$ cat src/rtl/lut_sweep_engine_pkg.sv
// Shared types and helpers for the truth-table sweep engine.
// Holds the FSM state encoding and the binary-to-Gray conversion used on the sweep counter.
package lut_sweep_pkg;

  typedef enum logic [1:0] {
    IDLE = 2'd0,
    RUN  = 2'd1,
    DONE = 2'd2
  } state_e;

  // Widest counter the engine ever needs (N_IN max 8, plus one wrap bit).
  localparam int GRAY_MAX_W = 9;

  function automatic logic [GRAY_MAX_W-1:0] gray_of(input logic [GRAY_MAX_W-1:0] bin);
    return bin ^ (bin >> 1);
  endfunction

endpackage

$ cat src/rtl/lut_sweep_engine_if.sv
// Beat stream from the sweep engine: one (index, value) pair per accepted handshake.
interface lut_sweep_engine_if #(
  parameter int N_IN = 3
);
  logic            out_valid;
  logic            out_ready;
  logic [N_IN-1:0] out_idx;
  logic            out_bit;

  modport master (output out_valid, output out_idx, output out_bit, input out_ready);
  modport slave  (input out_valid, input out_idx, input out_bit, output out_ready);
endinterface

$ cat src/rtl/lut_sweep_engine_bin2gray.sv
// Combinational binary-to-Gray converter of arbitrary width (up to GRAY_MAX_W).
module bin2gray
  import lut_sweep_pkg::*;
#(
  parameter int WIDTH = 4
) (
  input  logic [WIDTH-1:0] bin_i,
  output logic [WIDTH-1:0] gray_o
);

  assign gray_o = WIDTH'(gray_of(GRAY_MAX_W'(bin_i)));

endmodule

$ cat src/rtl/lut_sweep_engine.sv
// Latches a 2^N_IN-bit truth table and streams every minterm as an (index, value) beat,
// in binary or Gray order, counting the 1-minterms and pulsing done at the end.
module lut_sweep_engine
  import lut_sweep_pkg::*;
#(
  parameter int N_IN  = 3,
  parameter int TBL_W = 2**N_IN
) (
  input  logic                clk,
  input  logic                rst_n,
  input  logic                start,
  input  logic                gray_mode,
  input  logic [TBL_W-1:0]    table_in,
  output logic                busy,
  output logic                done,
  output logic [N_IN:0]       ones_count,
  lut_sweep_engine_if.master  out_if
);

  localparam int             CW       = N_IN + 1;
  localparam logic [CW-1:0]  LAST_IDX = CW'(TBL_W - 1);

  state_e            state_q, state_d;
  logic [CW-1:0]     cnt_q, cnt_d;
  logic [TBL_W-1:0]  table_q, table_d;
  logic              mode_q, mode_d;
  logic [CW-1:0]     ones_q, ones_d;

  logic [N_IN-1:0]   gray_w;
  logic [N_IN-1:0]   idx_sel;
  logic              bit_sel;
  logic              in_run;

  // The wrap bit is always clear while beats are issued, so the low bits fully define the Gray index.
  bin2gray #(.WIDTH(N_IN)) u_bin2gray (
    .bin_i  (cnt_q[N_IN-1:0]),
    .gray_o (gray_w)
  );

  assign in_run  = (state_q == RUN);
  assign idx_sel = mode_q ? gray_w : cnt_q[N_IN-1:0];
  assign bit_sel = table_q[idx_sel];

  always_comb begin
    // NOTE: every next-state signal takes its hold value first, so no path can infer a latch.
    state_d = state_q;
    cnt_d   = cnt_q;
    table_d = table_q;
    mode_d  = mode_q;
    ones_d  = ones_q;
    case (state_q)
      IDLE: begin
        if (start) begin
          table_d = table_in;
          mode_d  = gray_mode;
          cnt_d   = '0;
          ones_d  = '0;
          state_d = RUN;
        end
      end
      RUN: begin
        if (out_if.out_ready) begin
          ones_d = ones_q + CW'(bit_sel);
          cnt_d  = cnt_q + CW'(1);
          if (cnt_q == LAST_IDX) state_d = DONE;
        end
      end
      DONE:    state_d = IDLE;
      default: state_d = IDLE;
    endcase
  end

  // NOTE: the latched table is a plain register bank, not a RAM, so it is cleared on reset like the rest.
  always_ff @(posedge clk or negedge rst_n) begin
    if (!rst_n) begin
      state_q <= IDLE;
      cnt_q   <= '0;
      table_q <= '0;
      mode_q  <= 1'b0;
      ones_q  <= '0;
    end else begin
      // NOTE: non-blocking updates keep all registers sampling pre-edge values.
      state_q <= state_d;
      cnt_q   <= cnt_d;
      table_q <= table_d;
      mode_q  <= mode_d;
      ones_q  <= ones_d;
    end
  end

  // Index and value are forced to zero outside RUN so idle outputs stay quiet.
  assign out_if.out_valid = in_run;
  assign out_if.out_idx   = in_run ? idx_sel : '0;
  assign out_if.out_bit   = in_run & bit_sel;
  assign busy             = (state_q != IDLE);
  assign done             = (state_q == DONE);
  assign ones_count       = ones_q;

endmodule

$ cat src/flat_wrapper.sv
// flat-port wrapper written by rule: the top's interface ports become plain ports
module lut_sweep_engine_flat import lut_sweep_pkg::*;
#(
  parameter int N_IN  = 3,
  parameter int TBL_W = 2**N_IN
)
  (clk, rst_n, start, gray_mode, table_in, busy, done, ones_count, out_if_out_valid, out_if_out_idx, out_if_out_bit, out_if_out_ready);
  lut_sweep_engine_if #(.N_IN(N_IN)) out_if_i ();
  input  logic clk;
  input  logic rst_n;
  input  logic start;
  input  logic gray_mode;
  input  logic [TBL_W-1:0] table_in;
  output logic busy;
  output logic done;
  output logic [N_IN:0] ones_count;
  output wire logic [$bits(out_if_i.out_valid)-1:0] out_if_out_valid;
  output wire logic [$bits(out_if_i.out_idx)-1:0] out_if_out_idx;
  output wire logic [$bits(out_if_i.out_bit)-1:0] out_if_out_bit;
  input wire logic [$bits(out_if_i.out_ready)-1:0] out_if_out_ready;
  assign out_if_out_valid = out_if_i.out_valid;
  assign out_if_out_idx = out_if_i.out_idx;
  assign out_if_out_bit = out_if_i.out_bit;
  assign out_if_i.out_ready = out_if_out_ready;
  lut_sweep_engine #(.N_IN(N_IN), .TBL_W(TBL_W)) u_core (.clk(clk), .rst_n(rst_n), .start(start), .gray_mode(gray_mode), .table_in(table_in), .busy(busy), .done(done), .ones_count(ones_count), .out_if(out_if_i));
endmodule
$ cat config.mk
export PLATFORM = sky130hd
export DESIGN_NAME = lut_sweep_engine_flat
export DESIGN_NICKNAME = d
export VERILOG_FILES = /design/src/rtl/lut_sweep_engine_pkg.sv /design/src/rtl/lut_sweep_engine_if.sv /design/src/rtl/lut_sweep_engine_bin2gray.sv /design/src/rtl/lut_sweep_engine.sv /design/src/flat_wrapper.sv
export SDC_FILE = /design/constraint.sdc
export NUM_CORES = 1
export LEC_CHECK = 0
export BUFFER_PORTS_ARGS = -buffer_cell sky130_fd_sc_hd__buf_4
export CORE_MARGIN = 5
export CORE_UTILIZATION = 25
export CTS_BUF_LIST = sky130_fd_sc_hd__clkbuf_16
export DETAILED_ROUTE_END_ITERATION = 6
export SYNTH_ARGS = -nofsm -noshare
export SYNTH_HDL_FRONTEND = slang
export SYNTH_SLANG_ARGS = --single-unit
$ cat constraint.sdc
create_clock -name clk -period 3.1 [get_ports clk]
set_clock_uncertainty 0.05 [all_clocks]
set_input_delay 0.62 -clock clk [delete_from_list [all_inputs] [get_ports clk]]
set_output_delay 0.62 -clock clk [all_outputs]
set_load 0.05 [all_outputs]
======== Yosys cells after proc, flatten, opt, wreduce, memory -nomap -nowiden ========
Index checks and enable logic that the tools add are counted.
storage, ports and cells
  flip-flop bits (word level) ............. 19
  bits in latches ......................... 0
  bits in writable memories ............... 0
  bits in read-only memories .............. 0
  bits of input ports ..................... 13
  output and inout port bits .............. 11
  word-level logic and storage cells ...... 35
  memories kept ........................... 0
operators by class
  add/sub/neg operators ................... 2
  $mul .................................... 0
  div/mod/pow operators ................... 0
  order comparisons ....................... 1
  equal/unequal tests ..................... 6
  shifts and indexed selects .............. 0
  multiplexer cells ....................... 13
  bitwise gates (word level) .............. 2
  reduce and logical (&&, ||, !) cells .... 6
operator list
  cell                                                                           count
  4-bit case mux with 2 select lines                                             2
  4-bit two-way mux                                                              3
  2-bit two-way mux                                                              3
  3-bit two-way mux                                                              2
  2-bit inequality test (second input constant)                                  3
  3-bit AND reduction                                                            2
  4-bit by 1-bit adder with 4-bit output                                         1
  4-bit by 1-bit adder with 4-bit output (second input constant)                 1
  4-bit by 3-bit == test with 1-bit output (second input constant)               1
  3-bit by 4-bit less-than comparator with 1-bit output (second input constant)  1
  2-bit case mux with 2 select lines                                             1
  2-bit nonzero test                                                             2
  1-bit binary-select mux with 3-bit select                                      1
  3-bit by 2-bit XOR with 3-bit output                                           1
  2-bit by 1-bit == test with 1-bit output (second input constant)               1
  2-bit == test (second input constant)                                          1
  2-bit zero test                                                                1
  2-bit AND reduction                                                            1
  1-bit AND                                                                      1
  1-bit two-way mux                                                              1

======== Longest topological paths before layout ========
Gate-level depths: netlist of the first run.
  depth in word-level cells ............... 7
  gate-level depth with buffers ........... 10
  gate-level depth less buffers ........... 10

======== Cells and area by module ========
A second synthesis of the first run with hierarchy kept.
unflattened totals
  cells, all modules ...................... 111
  area, all modules ....................... 1127.3 µm²
by module, submodules not included
  module            times used  cells an instance  area an instance (µm²)  sequential area each (µm²)
  lut_sweep_engine  1           108                1102.3                  475.5
  bin2gray          1           3                  25.0                    0.0

======== Worst setup path before layout of the first run ========
OpenSTA, ideal clock, no wires.
  path type ............................... flip-flop to output port
  from .................................... reg u_core.cnt_q[1]
  to ...................................... out out_if_out_bit
  arrival ................................. 2184 ps
  required time ........................... 2430 ps
  slack ................................... 246 ps
  stages on the path, launching flop included .. 6
  path buffers ............................ 0
  cell sequence ........................... dfrtp_1 -> ha_1 -> nand2_1 -> a32o_2 -> a221o_1 -> a221oi_2
on the way
  longest elaborated chain between the ends .. 5
RTL lines
  element                                        RTL line                    source
  from (decl)                                    lut_sweep_engine.sv:24      logic [CW-1:0] cnt_q, cnt_d;
  from (signal assigned)                         lut_sweep_engine.sv:84      cnt_q <= cnt_d;
  3-bit by 2-bit XOR with 3-bit output           lut_sweep_engine_pkg.sv:15  return bin ^ (bin >> 1);
  3-bit two-way mux (*)                          lut_sweep_engine.sv:41      assign idx_sel = mode_q ? gray_w : cnt_q[N_IN-1:0];
  1-bit binary-select mux with 3-bit select (*)  lut_sweep_engine.sv:42      assign bit_sel = table_q[idx_sel];
  1-bit two-way mux (not written as such) (*)    lut_sweep_engine.sv:42
  1-bit AND (*)                                  lut_sweep_engine.sv:94      assign out_if.out_bit = in_run & bit_sel;
  to (decl)                                      flat_wrapper.sv:19          output wire logic [$bits(out_if_i.out_bit)-1:0] out_if_out_bit;
Mark *: on every way between the ends. The rest lies on a longest branch, timed or not. The select of a mux whose other input is x is not followed.

======== Worst setup path after layout of the first run ========
  from .................................... reg u_core.cnt_q[0]
  to ...................................... out out_if_out_bit
Same word-level chain as after synthesis.

==> results of run 1 <==
-- through the flow --
step | util (%) | area (sq um) | worst slack (ns) | hold slack [ns]
floorplan | - | 1020 | 0.246 | 0.274
global placement | 30.9 | 1230 | 0.484 | 0.449
detailed placement | 30.9 | 1230 | 0.413 | 0.452
CTS | 32.9 | 1310 | 0.137 | 0.193
global route | 32.9 | 1310 | 0.000545 | 0.208
finish | 32.9 | 1310 | 0.145 | 0.187
-- logic make-up (layout without fill, tap and decap cells) --
kind of cell,count (synthesis),after routing,synth area share [%]
AOI/OAI and AO/OA,16,16,12.7
xor gates and xnor gates,4,4,3.44
adders and majority gates,4,4,4.91
buffers and inverters,8,31,4.18
DFF,19,19,46.7
muxes,11,11,12.0
and+or+nand+nor,32,32,16.1
-- worst min-delay path by stage --
stage	end	start
3_5_place_dp	u_core.table_q[6]$_DFFE_PN0P_	u_core.table_q[6]$_DFFE_PN0P_
3_3_place_gp	u_core.table_q[6]$_DFFE_PN0P_	rst_n
4_1_cts	u_core.table_q[5]$_DFFE_PN0P_	rst_n
2_1_floorplan	u_core.cnt_q[0]$_DFFE_PN0P_	rst_n
6_report	u_core.table_q[5]$_DFFE_PN0P_	rst_n
5_1_grt	u_core.table_q[5]$_DFFE_PN0P_	rst_n
-- metal layers --
layer / wire length, um / track usage (%) / up-vias
li1: - / - / 377
met1: 970 / 10.4 / 362
met2: 1160 / 16.4 / 16
met3: 93 / 1.64 / 2
met4: 40 / 5.84 / 0
met5: 0 / 0 / -
-- critical path, cell delays in order, from the launching register on --
cell                       delay (ns)
sky130_fd_sc_hd__dfrtp_1         0.46
sky130_fd_sc_hd__ha_1            0.41
sky130_fd_sc_hd__mux2i_1         0.26
sky130_fd_sc_hd__nand2_1         0.09
sky130_fd_sc_hd__a221o_1         0.36
sky130_fd_sc_hd__a221oi_2        0.22
sky130_fd_sc_hd__buf_4           0.23
-- registers in the layout, summed over array words and instances (netlist names) --
name,cells
u_core.table_q,8
u_core.cnt_q,4
u_core.ones_count,4
u_core.state_q,2
u_core.mode_q,1
-- power by group through the flow --
| stage | registers, W | clock network [W] | logic, W |
|---|---|---|---|
| floorplan | 0.000477 | 0 | 0.000721 |
| CTS | 0.000461 | 0.000269 | 0.000973 |
| detailed placement | 0.000465 | 0 | 0.000969 |
| global placement | 0.000460 | 0 | 0.000947 |
| global route | 0.000481 | 0.000282 | 0.00104 |
| finish | 0.000461 | 0.000262 | 0.000961 |
-- cell usage in the layout, fill, tap and decap left out, types with 2 or more instances in the layout --
| cell type | count |
|---|---|
| sky130_fd_sc_hd__nand2_1 | 9 |
| sky130_fd_sc_hd__o21ai_0 | 2 |
| sky130_fd_sc_hd__ha_1 | 4 |
| sky130_fd_sc_hd__nand2b_1 | 2 |
| sky130_fd_sc_hd__nor2_1 | 10 |
| sky130_fd_sc_hd__dfrtp_1 | 19 |
| sky130_fd_sc_hd__xor2_1 | 4 |
| sky130_fd_sc_hd__clkbuf_16 | 3 |
| sky130_fd_sc_hd__a21oi_1 | 2 |
| sky130_fd_sc_hd__nor2b_1 | 2 |
| sky130_fd_sc_hd__buf_4 | 23 |
| sky130_fd_sc_hd__mux2_2 | 10 |
| sky130_fd_sc_hd__a22o_1 | 3 |
| sky130_fd_sc_hd__inv_1 | 4 |
-- area by class of cell --
type,instances,area [sq um]
Inverter,4,15.0
Fill cell,395,2670
Sequential cell,19,475
Timing Repair Buffer,23,173
Multi-Input combinational cell,67,500
Clock inverter,1,5.00
Tap cell,50,62.6
Clock buffer,3,75.1
==> results list, run 1 <==
* Die width: 73.8 um
- Once placement completed, the tool counted placed cells totaling 163.
- Leading post-synthesis cells by instance count: sky130_fd_sc_hd__dfrtp_1 (19), sky130_fd_sc_hd__mux2_2 (10), sky130_fd_sc_hd__nor2_1 (10)
- Arrival time of the worst setup path: 2.28 ns
- Post-route ant nets: 0
- The routed design could run at a clock period as short as 2.95 ns.
- The top cell type by area accounts for 46.7% of the synthesized area.
- Setup Total Neg Slack: 0 ns
- Initial DRC count: 23
- CTS tree: yes
* First-pass GRT wire length: 3930 um
- The final count of hold timing violations is 0.
- In this run, synthesis produced a sequential element count of 19.
- Slack of the worst reg-to-reg path: 0.54 ns
- Number of gates resized after CTS: 0
* Synth top area cells: sky130_fd_sc_hd__dfrtp_1 (47%), sky130_fd_sc_hd__mux2_2 (11%), sky130_fd_sc_hd__ha_1 (4.9%), sky130_fd_sc_hd__nor2_1 (3.7%), sky130_fd_sc_hd__xor2_1 (3.4%)
- Actual slew at the worst max-slew pin: 0.437 ns
- Height of the die: 73.8 um
- Each instance of the synthesized netlist takes up on average 10.8 sq um.
- Drt pass-1 iters: 4
- Non-filler instance count after layout: 167
* Register area share after synthesis: 46.7%
- Biggest fanout along the worst timing path: 9
- Summed over all layers, the global routing overflow is 0.
- For this run, design rule violations remaining after detail routing come to 0.
* Detailed-route wire length: 2270 um
- Pin count of the biggest net entering global routing: 20
* IR Drop Worst-Case VDD: 0.497 mV
- Launching element type of the critical path: register
* Clock Power Share: 15.6%
* Status: finished clean
- Leakage power total: 0.613 nW
- Number of antenna violations at the first check in global routing: 0
- The netlist uses 35 different library cells.
- Full die area: 0.00545 sq mm
- In the final routed layout, each cell accounts on average for 13.6 um.
* CP Class: register to output port
- Site Rows: 23
* Worst Reg2Reg Path Length in Cells: 8
- Across every metal layer, demand over resource in global routing totals 9.40%.
* Total of warnings raised by yosys: 0
- Buffers placed on the I/O ports in this run total 23.
- Total number of vias: 757
- Synthesis produced 94 cells.
* Core Region: 0.00397 sq mm
- Once the floorplan was initialized, standard cells occupied 25.6% of the core.
- Buffer type at the clock tree root: sky130_fd_sc_hd__clkbuf_16
* Switching pwr: 0.000775 W
* RR Endpoint: u_core.ones_count[1]$_DFFE_PN0P_
- For this design the top-level I/O count stands at 24.
* Count of hold-fix buffers inserted at cts: 0
- In this run the number of H-tree levels came out at 1.
- Count of antenna diodes in the layout: 0
- In this run the deepest clock path goes through 2 buffers.
- Of the available clock period, the critical path in the final layout requires 95.3%.
* Logic pwr share: 57.1%
- Counting flops with a built-in enable in the synthesized netlist gives 0.
* Area Overhead vs Synth: 28.3%
- Cell internal power was estimated by the tool at 0.000909 W.
- Total setup buffers inserted after CTS: 0
- Number of global-route vias before repair: 846
- Area of the mapped netlist: 0.00102 sq mm
- Clk pin slew, worst setup/hold paths: 0.05 ns
- The worst setup path is captured at an output port.
- Summing internal, switching and leakage power gives 0.00168 W.
- Number of buffers inserted during clock tree synthesis: 3
- In this run the critical register-to-register path is launched from u_core.cnt_q[0]$_DFFE_PN0P_.
- Cell area power density: 1290 mW/mm^2
* Cell type with the highest aggregate area in the netlist: sky130_fd_sc_hd__dfrtp_1
- Achievable frequency: 0.338 GHz
- Among all flip-flop cells after synthesis, the most frequent one is sky130_fd_sc_hd__dfrtp_1.
- The later pin in the worst-skew pair is clocked with a latency of 0.25 ns.
* Weighted congestion reported at the end of routability-driven placement: 0.897
- Number of max-slew violations in the final report: 0
* Share of post-route cells with drive strength above 1: 35.9%
* Placed wire-length estimate after detailed placement: 1770 um
- WP data required: 2.43 ns
- MaxCap Viol Count: 0
- Setup violations remaining at the end of the flow were counted as 0.
- Setup repair after global routing left no endpoint under its margin.
* Switching share of power: 46.0%
- The most critical setup path has its endpoint at out_if_out_bit.
* Clock Sink Count: 19
- Registers are responsible for 27.4% of the overall power.
- After detailed routing, the number of vias per cell comes to 4.53.
* Cell with the most instances after synthesis: sky130_fd_sc_hd__dfrtp_1
* Path category of the worst min-delay check: input pin to async pin
- Number of nets at the end of the flow: 135
- Measured against its own limit, the worst slew margin works out to 70.8%.
- First element of the critical path: u_core.cnt_q[0]$_DFFE_PN0P_
* Async set or reset register ratio after synthesis: 100%
* Net Count, Synth: 111
No activity file was read; power rests on OpenSTA's default activity.
==> inputs of run 2 (changes only) <==
CORE_UTILIZATION = 51   (was 25)
PLACE_DENSITY = 0.76   (was not set)
==> run 2 against run 1 <==
- wire length fell by 11%
- sequential share of layout area rose by 0.64 points
- die area fell by 45%
- first-iteration DRC count fell by 57%
- global-route usage rose by 7.6 points
- setup slack got worse by 0.014 ns
- core utilization rose by 33 points
- via count rose by 3.2%
- non-clock buffer count did not move
- count of clock-buffer cells in the layout did not move
==> results list, run 2 (synthesized netlist as in run 1, its figures left out) <==
* Weighted congestion reported at the end of routability-driven placement: 0.816 (-9.0%)
- Site Rows: 16 (-30%)
* Actual slew at the worst max-slew pin: 0.425 ns (-0.0117 ns)
- CP cell instances: ha_2, nand2_1, a32o_2, a221o_1, a221oi_2, buf_4
- The final critical-path share of the clock period is 95.8% (+0.44 points).
* Number of max-slew violations in the final report: 0 (unchanged)
- The clock sink count came to 19 (unchanged).
- Maximum buffer depth of the clock tree: 2 (unchanged)
- MaxCap Viol Count: 0 (unchanged)
- The final cell utilization of the core was 66.1% (+33 points).
* Height of the die: 54.7 um (-26%)
- First element of the critical path: u_core.cnt_q[0]$_DFFE_PN0P_
- The wire length of the first global-routing pass came to 3590 um (-8.5%).
* Number of nets at the end of the flow: 135 (unchanged)
- H-tree depth: 1 (unchanged)
* Post-detailed-route DRC marker count: 0 (unchanged)
- Detailed-route wire length: 2010 um (-11%)
- Clock tree synthesis selected as its root buffer the cell sky130_fd_sc_hd__clkbuf_16.
- Slew margin rel.: 71.6% (+0.78 points)
* Number of antenna violations at the first check in global routing: 0 (unchanged)
- Achievable frequency: 0.337 GHz (-0.46%)
- Biggest fanout along the worst timing path: 9 (unchanged)
- Post-detailed-route wirelength per cell: 14.0 um (+2.9%)
- Pin count of the biggest net entering global routing: 20 (unchanged)
- The critical path buffer and inverter count is 1 (unchanged).
- The placed wire-length estimate was 1500 um (-15%).
* Setup repair after global routing missed its margin: no
* Worst reg2reg path startpoint: u_core.cnt_q[0]$_DFFE_PN0P_
* Ports placed on the boundary: 24 (unchanged)
* Combined global-route utilization of all metal layers: 17.0% (+7.6 points)
* Final hold viol count: 0 (unchanged)
* Slowest stage cell, crit path: sky130_fd_sc_hd__dfrtp_1
* RR Endpoint: u_core.ones_count[1]$_DFFE_PN0P_
- Area Overhead vs Synth: 26.0%
* Total gr overflow: 0 (unchanged)
* Max FFs per register: 8 (unchanged)
- The number of global-route vias before repair came to 815 (-3.7%).
- STA classifies the critical path startpoint as a register.
* Drt pass-1 iters: 4 (unchanged)
* Starting density of the core: 52.4% (+27 points)
- Top library cells by usage in the layout, fill and taps aside: sky130_fd_sc_hd__buf_4 (23), sky130_fd_sc_hd__dfrtp_1 (19), sky130_fd_sc_hd__nor2_1 (10), sky130_fd_sc_hd__mux2_2 (10), sky130_fd_sc_hd__nand2_1 (9)
- The slack of the worst reg-to-reg path was 0.45 ns (-0.09 ns).
- The area of the die was 0.00299 sq mm (-45%).
* Post-detailed-route via-to-cell ratio: 5.42 (+20%)
- Clock latency at the later pin of the worst-skew pair: 0.25 ns (about the same)
- Path category of the worst min-delay check: input pin to async pin
- Total number of vias: 781 (+3.2%)
- The data required time of the worst path was 2.43 ns (about the same).
- The die span in x was 54.7 um (-26%).
- TritonCTS built the clock tree.
- On the critical path the largest part of the delay comes from compound AO/OA/AOI/OAI gates.
- The number of antenna diodes is 0 (unchanged).
* Register with the most flip-flops: u_core.table_q
* Setup Total Neg Slack: 0 ns (unchanged)
- Most common cell after layout, fill and taps aside: sky130_fd_sc_hd__buf_4
* Final period demand of the worst path: 2.97 ns (+0.0137 ns)
- Post-route ant nets: 0 (unchanged)
* Highest cell delay on the worst timing path: 0.48 ns (+0.02 ns)
- The final number of setup-violating endpoints came to 0 (unchanged).
* Count of hold-fix buffers inserted at cts: 0 (unchanged)
- Initial DRC count: 10 (-57%)
- Worst Reg2Reg Path Length in Cells: 8 (unchanged)
* CP Class: register to output port
* Number of I/O port buffers: 23 (unchanged)
* Clk pin slew, worst setup/hold paths: 0.06 ns (about the same)
- Kind of end point of the critical path: output port
- The fraction of final layout cells with drive strength greater than 1 is 37.6% (+1.7 points).
* Number of buffers inserted during clock tree synthesis: 3 (unchanged)
- The run finished with clean final reports.
- Core Region: 0.00194 sq mm (-51%)
- Arrival time of the worst setup path: 2.30 ns (+0.02 ns)
-- run 2: changes by cell type in the layout (fill, tap and decap cells not counted) --
cell and delta:
sky130_fd_sc_hd__ha_2 +1, sky130_fd_sc_hd__mux2i_1 -1, sky130_fd_sc_hd__mux2i_2 +1, sky130_fd_sc_hd__ha_1 -1
-- run 2: worst max path at each step --
stage | endpoint | slack, ns | cells after the start
2_1_floorplan | out_if_out_bit | 0.25 | 5
3_3_place_gp | out_if_out_bit | 0.48 | 6
3_5_place_dp | out_if_out_bit | 0.41 | 6
4_1_cts | out_if_out_bit | 0.13 | 6
5_1_grt | out_if_out_bit | 0.02 | 6
6_report | out_if_out_bit | 0.13 | 6
-- run 2: layout make-up --
class                      instances  area [sq um]
sequential                        19           475
inverter                           4          15.0
multi-input combinational         67           507
clock buffer                       3          75.1
tap                               27          33.8
timing repair buffer              23           173
clock inverter                     1          5.00
fill                             159           658
-- run 2: through the flow --
stage,worst slack [ns],cell area (sq um),hold slack [ns],std cells
2_1_floorplan,0.246,1020,0.274,94
3_3_place_gp,0.482,1200,0.446,140
3_5_place_dp,0.409,1200,0.446,140
4_1_cts,0.131,1280,0.196,144
5_1_grt,0.0160,1280,0.200,144
6_report,0.132,1280,0.184,144
-- run 2: timing repair --
item | CTS | global route
endpoints found under the setup margin | 0 | 1
buffers inserted | 0 | 0
hold endpoints to repair | 0 | 0
gates resized for setup | 0 | 2
-- run 2: per-layer routing --
metal	global-route usage (%)	up-vias	wire length [um]	part of all wire [%]
li1	-	375	-	-
met1	21.0	372	848	42
met2	28.0	30	1040	52
met3	4.63	4	111	5.5
met4	6.64	0	16	0.79
met5	0	-	0	0
-- run 2: worst register-to-register path, delay by kind of cell, from the launching register on --
family	cells	cell delay [ns]
adder cells (fa/ha/maj)	3	0.89
flip-flops	1	0.48
AO/OA/AOI/OAI	4	1.03
AND/OR/NAND/NOR	1	0.08
Power of run 2 is left out: the tool's default activity adds up to more than one toggle a clock period on the data nets, which glitch-free logic cannot reach.
